==> config.mk <==
export PLATFORM = sky130hd
export DESIGN_NAME = aes_byte_stream_flat
export DESIGN_NICKNAME = d
export VERILOG_FILES = /design/src/rtl/aes_byte_stream_if.sv /design/src/rtl/aes_byte_stream.sv /design/src/flat_wrapper.sv
export SDC_FILE = /design/constraint.sdc
export NUM_CORES = 1
export LEC_CHECK = 0
export CAP_MARGIN = 25
export CORE_ASPECT_RATIO = 1.75
export CORE_MARGIN = 1.5
export CORE_UTILIZATION = 24
export CTS_BUF_LIST = sky130_fd_sc_hd__clkbuf_8
export DETAILED_ROUTE_END_ITERATION = 10
export GPL_TIMING_DRIVEN = 1
export PLACE_DENSITY_LB_ADDON = 0.25
export SETUP_SLACK_MARGIN = 0.3
export SYNTH_ARGS = -nofsm -noshare
export SYNTH_HDL_FRONTEND = slang
export SYNTH_SLANG_ARGS = --single-unit
==> constraint.sdc <==
create_clock -name clk -period 2.9 [get_ports clk]
set_input_delay 0.29 -clock clk [delete_from_list [all_inputs] [get_ports clk]]
set_output_delay 0.29 -clock clk [all_outputs]
set_load 0.01 [all_outputs]
==> src/rtl/aes_byte_stream_if.sv <==
// Purpose: bundles the byte-in stream, AES core and byte-out stream signals of aes_byte_stream.
// Latency: none, wires only.
// Backpressure: carries s_ready (input side) and m_ready (output side) handshakes.
//
// Port summary:
//   s_data/s_valid/s_decr/s_ready       byte input stream plus per-block mode
//   core_in/core_decr/core_start        assembled block and launch pulse to the AES core
//   core_out/core_ready                 AES core result (level-valid)
//   m_data/m_valid/m_last/m_ready       byte output stream, m_last marks the 16th byte
//   busy                                block is not in its input-loading phase
// Modports: slave = the byte-stream block, master = its environment (source, core, sink).
interface aes_byte_stream_if;
  logic [7:0]   s_data;
  logic         s_valid;
  logic         s_decr;
  logic         s_ready;
  logic [127:0] core_in;
  logic         core_decr;
  logic         core_start;
  logic [127:0] core_out;
  logic         core_ready;
  logic [7:0]   m_data;
  logic         m_valid;
  logic         m_last;
  logic         m_ready;
  logic         busy;

  modport slave (
    input  s_data, s_valid, s_decr, core_out, core_ready, m_ready,
    output s_ready, core_in, core_decr, core_start, m_data, m_valid, m_last, busy
  );

  modport master (
    output s_data, s_valid, s_decr, core_out, core_ready, m_ready,
    input  s_ready, core_in, core_decr, core_start, m_data, m_valid, m_last, busy
  );
endinterface

==> src/rtl/aes_byte_stream.sv <==
// Purpose: packs 16 input bytes into a 128-bit AES block, launches the core, and streams the result back out bytewise.
// Latency: core_start one cycle after the 16th input accept; first m_valid one cycle after core_ready is captured.
// Backpressure: s_ready only in LOAD (no input/output overlap); m_data/m_last hold while m_valid & !m_ready.
//
// Port summary:
//   clk        single rising-edge clock
//   reset      synchronous, active-low
//   bus        aes_byte_stream_if.slave (byte input, AES core handshake, byte output, busy)
// Parameter MSB_FIRST: 1 = first byte maps to bits [127:120], 0 = first byte maps to bits [7:0].
module aes_byte_stream #(
  parameter bit MSB_FIRST = 1'b1
) (
  input  logic             clk,
  input  logic             reset,
  aes_byte_stream_if.slave bus
);

  typedef enum logic [1:0] {
    LOAD  = 2'd0,
    START = 2'd1,
    WAIT  = 2'd2,
    SEND  = 2'd3
  } state_e;

  state_e       state_q,   state_d;
  logic [3:0]   cnt_q,     cnt_d;
  logic [127:0] in_q,      in_d;
  logic         decr_q,    decr_d;
  logic         start_q,   start_d;
  logic [127:0] out_q,     out_d;
  logic         m_valid_q, m_valid_d;
  logic         m_last_q,  m_last_d;
  logic         s_ready_q, s_ready_d;
  logic         busy_q,    busy_d;

  logic         s_acc;
  logic         m_acc;
  logic [3:0]   slot;
  logic [127:0] out_shift;

  // Handshakes only count in their own phase, so a stray s_valid while busy is simply dropped.
  assign s_acc = (state_q == LOAD) && s_ready_q && bus.s_valid;
  assign m_acc = (state_q == SEND) && m_valid_q && bus.m_ready;

  // Byte slot counted from the top of the block when MSB_FIRST, from the bottom otherwise.
  assign slot = MSB_FIRST ? (4'd15 - cnt_q) : cnt_q;

  // The outgoing byte always sits at the end of out_q that is emitted first; advancing shifts the next one in.
  assign out_shift = MSB_FIRST ? {out_q[119:0], 8'h00} : {8'h00, out_q[127:8]};

  always_comb begin
    state_d   = state_q;
    cnt_d     = cnt_q;
    in_d      = in_q;
    decr_d    = decr_q;
    out_d     = out_q;
    m_valid_d = m_valid_q;
    m_last_d  = m_last_q;

    unique case (state_q)
      LOAD: begin
        if (s_acc) begin
          in_d[{slot, 3'b000} +: 8] = bus.s_data;
          // Mode travels with the first byte of the block only.
          if (cnt_q == 4'd0) begin
            decr_d = bus.s_decr;
          end
          cnt_d = cnt_q + 4'd1;
          if (cnt_q == 4'd15) begin
            state_d = START;
          end
        end
      end

      START: begin
        // core_ready is deliberately not looked at here: a result still high from
        // a previous operation must not be mistaken for this block's result.
        state_d = WAIT;
      end

      WAIT: begin
        if (bus.core_ready) begin
          out_d     = bus.core_out;
          m_valid_d = 1'b1;
          m_last_d  = 1'b0;
          state_d   = SEND;
        end
      end

      SEND: begin
        if (m_acc) begin
          out_d = out_shift;
          cnt_d = cnt_q + 4'd1;
          if (cnt_q == 4'd15) begin
            m_valid_d = 1'b0;
            m_last_d  = 1'b0;
            state_d   = LOAD;
          end else begin
            // m_last is registered, so it is raised on the handshake that moves onto byte 15.
            m_last_d = (cnt_q == 4'd14);
          end
        end
      end

      default: begin
        state_d = LOAD;
      end
    endcase
  end

  // Control outputs follow the next state so they are registered and aligned with state_q.
  always_comb begin
    start_d   = (state_d == START);
    s_ready_d = (state_d == LOAD);
    busy_d    = (state_d != LOAD);
  end

  always_ff @(posedge clk) begin
    if (!reset) begin
      state_q   <= LOAD;
      cnt_q     <= 4'd0;
      in_q      <= 128'd0;
      decr_q    <= 1'b0;
      start_q   <= 1'b0;
      out_q     <= 128'd0;
      m_valid_q <= 1'b0;
      m_last_q  <= 1'b0;
      s_ready_q <= 1'b0;
      busy_q    <= 1'b0;
    end else begin
      state_q   <= state_d;
      cnt_q     <= cnt_d;
      in_q      <= in_d;
      decr_q    <= decr_d;
      start_q   <= start_d;
      out_q     <= out_d;
      m_valid_q <= m_valid_d;
      m_last_q  <= m_last_d;
      s_ready_q <= s_ready_d;
      busy_q    <= busy_d;
    end
  end

  assign bus.s_ready    = s_ready_q;
  assign bus.core_in    = in_q;
  assign bus.core_decr  = decr_q;
  assign bus.core_start = start_q;
  assign bus.m_data     = MSB_FIRST ? out_q[127:120] : out_q[7:0];
  assign bus.m_valid    = m_valid_q;
  assign bus.m_last     = m_last_q;
  assign bus.busy       = busy_q;

endmodule

==> src/flat_wrapper.sv <==
// flat-port wrapper written by rule: the top's interface ports become plain ports
module aes_byte_stream_flat 
#(
  parameter bit MSB_FIRST = 1'b1
)
  (clk, reset, bus_s_data, bus_s_valid, bus_s_decr, bus_core_out, bus_core_ready, bus_m_ready, bus_s_ready, bus_core_in, bus_core_decr, bus_core_start, bus_m_data, bus_m_valid, bus_m_last, bus_busy);
  aes_byte_stream_if bus_i ();
  input  logic clk;
  input  logic reset;
  input wire logic [$bits(bus_i.s_data)-1:0] bus_s_data;
  input wire logic [$bits(bus_i.s_valid)-1:0] bus_s_valid;
  input wire logic [$bits(bus_i.s_decr)-1:0] bus_s_decr;
  input wire logic [$bits(bus_i.core_out)-1:0] bus_core_out;
  input wire logic [$bits(bus_i.core_ready)-1:0] bus_core_ready;
  input wire logic [$bits(bus_i.m_ready)-1:0] bus_m_ready;
  output wire logic [$bits(bus_i.s_ready)-1:0] bus_s_ready;
  output wire logic [$bits(bus_i.core_in)-1:0] bus_core_in;
  output wire logic [$bits(bus_i.core_decr)-1:0] bus_core_decr;
  output wire logic [$bits(bus_i.core_start)-1:0] bus_core_start;
  output wire logic [$bits(bus_i.m_data)-1:0] bus_m_data;
  output wire logic [$bits(bus_i.m_valid)-1:0] bus_m_valid;
  output wire logic [$bits(bus_i.m_last)-1:0] bus_m_last;
  output wire logic [$bits(bus_i.busy)-1:0] bus_busy;
  assign bus_i.s_data = bus_s_data;
  assign bus_i.s_valid = bus_s_valid;
  assign bus_i.s_decr = bus_s_decr;
  assign bus_i.core_out = bus_core_out;
  assign bus_i.core_ready = bus_core_ready;
  assign bus_i.m_ready = bus_m_ready;
  assign bus_s_ready = bus_i.s_ready;
  assign bus_core_in = bus_i.core_in;
  assign bus_core_decr = bus_i.core_decr;
  assign bus_core_start = bus_i.core_start;
  assign bus_m_data = bus_i.m_data;
  assign bus_m_valid = bus_i.m_valid;
  assign bus_m_last = bus_i.m_last;
  assign bus_busy = bus_i.busy;
  aes_byte_stream #(.MSB_FIRST(MSB_FIRST)) u_core (.clk(clk), .reset(reset), .bus(bus_i));
endmodule
==> flow_metrics.py <==
metrics = {
    "timing": {
        "fin_setup_tns_ps": 0,
        "skew_ps": 34.60,
        "setup_slack_ps": 552.6,
        "hold_violations": 0,
        "tightest_slew_ps": 920.2,
        "finalCriticalPeriod_ps": 2347,
        "fmax_mhz": 426.0,
        "setup_violations": 0,
        "rsz0062_at_grt": "no",
        "timing.final.crit_share": 0.8094,
        "slew_viol_final": 0,
        "relSlewSlack": 0.3866,
    },
    "clocking": {
        "worstSkewPairLatency_ps": 590,
        "root_buffer": "clkbuf_8",
        "numCtsBuffers": 44,
        "clock_path_buffers": 3,
        "hold_buffers": 0,
        "clock_sinks": 268,
        "cts_tree": "yes",
        "htree_levels": 2,
        "clk_pin_slew_worst_paths_ps": 60,
    },
    "finish": {
        "layout.nets": 1644,
        "layout-drive-gt1-share": 0.07924,
        "area_growth_pct": 38.25,
        "final_cells": 2112,
        "postLayoutCellArea_mm2": 0.01537,
        "fillerInstances": 4792,
        "fin_util": 0.3356,
    },
    "pwr": {
        "swShare": 0.2404,
        "share_comb_of_total_power": 0.060,
        "intPower_mw": 5.875,
        "ir_worst_vdd_uv": 253.0,
        "p_clk_frac": 0.461,
        "power.switching_mw": 1.859,
        "seq_power_share": 0.479,
        "leakage_nw": 5.115,
        "powerDensity_mw_per_mm2": 503.1,
    },
    "logic_synthesis": {
        "async_reset_ff_frac": 0,
        "ys_types": 42,
        "synth_warnings": 0,
        "syn_area_mm2": 0.01112,
        "synth_edf_count": 0,
        "synthTopCellsByCount": "268 x dfxtp_1, 265 x nand2_1, 147 x nor2_1, 135 x nand3_1, 121 x mux2i_1",
        "ys_seq_area_frac": 0.4825,
        "yosys.area.top_type_share": 0.4825,
        "synth_most_common_cell": "dfxtp_1",
        "synth_flop_cell": "dfxtp_1",
        "syn-num-nets": 1402,
        "synth-seq-cells": 268,
        "synth.area.top_cells": "dfxtp_1 48%, mux2i_1 11%, a311oi_1 9.5%, nand2_1 8.9%, nand3_1 6.1%",
        "syn_area_per_cell_um2": 8.846,
        "netlist_instances": 1257,
        "synth_top_area_cell": "dfxtp_1",
    },
    "die": {
        "std_cell_rows": 104,
        "core_area_mm2": 0.04580,
        "dieArea_mm2": 0.04768,
        "start_util": 0.2428,
        "die_y_um": 287.7,
        "pin_count": 284,
        "die_w_um": 165.7,
    },
    "drt": {
        "routed_wl_um": 39420,
        "wl_per_cell_um": 18.67,
        "via_count": 9885,
        "viasPerCell": 4.680,
        "dr.first_iter.drc_count": 487,
        "drc": 0,
        "detail-route-antenna-nets": 0,
        "dr.pass1.iters": 5,
    },
    "hold_path": {
        "hp-class": "in -> reg",
    },
    "worst_setup_path": {
        "cp.arrival_ps": 2790,
        "crit_path_end_kind": "register",
        "crit_slowest_cell": "dfxtp_1",
        "crit_family": "simple AND/OR/NAND/NOR gates",
        "worstPathRequired_ps": 3340,
        "slowest_delay_ps": 570,
        "cp_max_fo": 10,
        "worst-setup-path-type": "reg -> reg",
        "cp_cell_sequence": "inv_1 -> ha_1 -> nand2b_1 -> nor4_4 -> buf_12 -> mux2i_1 -> nor2_1",
        "cp.buffers_inverters": 2,
        "start_kind": "register",
    },
    "place": {
        "dp_hpwl_um": 28200,
        "port_buffers": 283,
        "place_congestion": 0.7526,
        "placed_area_mm2": 0.01443,
        "placedCellCount": 2035,
        "dpl_worst_slack_ps": 403.3,
    },
    "run_status": {
        "outcome": "finished, final reports clean",
    },
    "grt": {
        "grt_usage": 0.1595,
        "grt_pass1_wl_um": 59170,
        "antenna_found_initial": 4,
        "first_global_vias": 9979,
        "grt_max_degree": 94,
        "gr-total-overflow": 0,
    },
    "run": {
        "cap_violations": 0,
    },
}
-- stage by stage --
stage	power (mW)	hold slack [ps]
2_1_floorplan	3.951	433.9
3_3_place_gp	4.258	442.3
3_5_place_dp	4.257	445.2
4_1_cts	7.886	54.90
5_1_grt	8.038	102.1
6_report	7.734	105.3
-- worst register-to-register path: stages, from the launching register on --
cell	delay, ps
dfxtp_1	570
inv_1	120
ha_1	370
nand2b_1	320
nor4_4	390
buf_12	180
mux2i_1	200
nor2_1	60
-- power by group through the flow --
stage	Combinational (mW)	Clock (mW)	Sequential, mW
finish	0.465	3.57	3.70
global route	0.501	3.84	3.70
CTS	0.475	3.71	3.70
detailed placement	0.473	0	3.78
global placement	0.475	0	3.78
floorplan	0.167	0	3.78
-- worst paths after layout --
check	from	to	slack (ps)	cells after the start
hold / removal	reset	u_core.bus.core_in[122]$_SDFFE_PN0P_	110	3
setup reg to reg	u_core.cnt_q[0]$_SDFFE_PN0P_	u_core.bus.core_in[1]$_SDFFE_PN0P_	550	7
hold reg to reg	u_core.bus.core_in[46]$_SDFFE_PN0P_	u_core.bus.core_in[46]$_SDFFE_PN0P_	460	2
setup / recovery	u_core.cnt_q[0]$_SDFFE_PN0P_	u_core.bus.core_in[1]$_SDFFE_PN0P_	550	7
-- cell families after synthesis --
family	after synthesis	synth area share
compound gates	156	0.1141
xor+xnor	7	0.006865
fa+ha+maj	3	0.003376
buf+inv	120	0.04996
flops	268	0.4825
mux	121	0.1089
simple gates	582	0.2343
-- layout make-up --
class | count | area [um2] | share of cell area
Clock inverter | 20 | 177.7 | 0.01156
Sequential cell | 268 | 5373 | 0.3495
Antenna cell | 2 | 5.005 | 0.0003256
Multi-Input combinational cell | 869 | 5214 | 0.3392
Inverter | 4 | 20.02 | 0.001302
Clock buffer | 54 | 743.2 | 0.04835
Timing Repair Buffer | 312 | 3110 | 0.2023
Tap cell | 583 | 729.5 | 0.04745
-- placed cells by master (no fill, tap or decap), types with 14 or more instances in the layout --
master | synthesis | layout
mux2i_1 | 121 | 121
a21oi_1 | 14 | 14
dfxtp_1 | 268 | 266
nand3_1 | 135 | 135
nand2_1 | 265 | 264
nor2_1 | 147 | 147
buf_4 | 16 | 25
clkbuf_8 | 0 | 54
a311oi_1 | 120 | 120
clkdlybuf4s50_1 | 0 | 282
-- state kept, by name, indices dropped and copies added, names as in the netlist --
register               count
u_core.bus.core_in       128
u_core.bus.core_decr       1
u_core.out_q             128
u_core.cnt_q               4
u_core.bus.s_ready         1
u_core.bus.m_last          1
u_core.bus.core_start      1
u_core.bus.busy            1
u_core.bus.m_valid         1
u_core.state_q             2
-- layer usage --
| metal | part of all wire | vias up | GRT usage |
|---|---|---|---|
| li1 | - | 4898 | - |
| met1 | 0.37 | 4651 | 0.1658 |
| met2 | 0.55 | 271 | 0.3122 |
| met3 | 0.049 | 61 | 0.03162 |
| met4 | 0.028 | 4 | 0.05743 |
| met5 | 0.00076 | - | 0 |
-- timing repair --
action	4_1_cts	5_1_grt
endpoints found under the setup margin	0	1
buffers inserted	0	1
resized for setup	0	0
No activity file was read; power rests on OpenSTA's default activity.
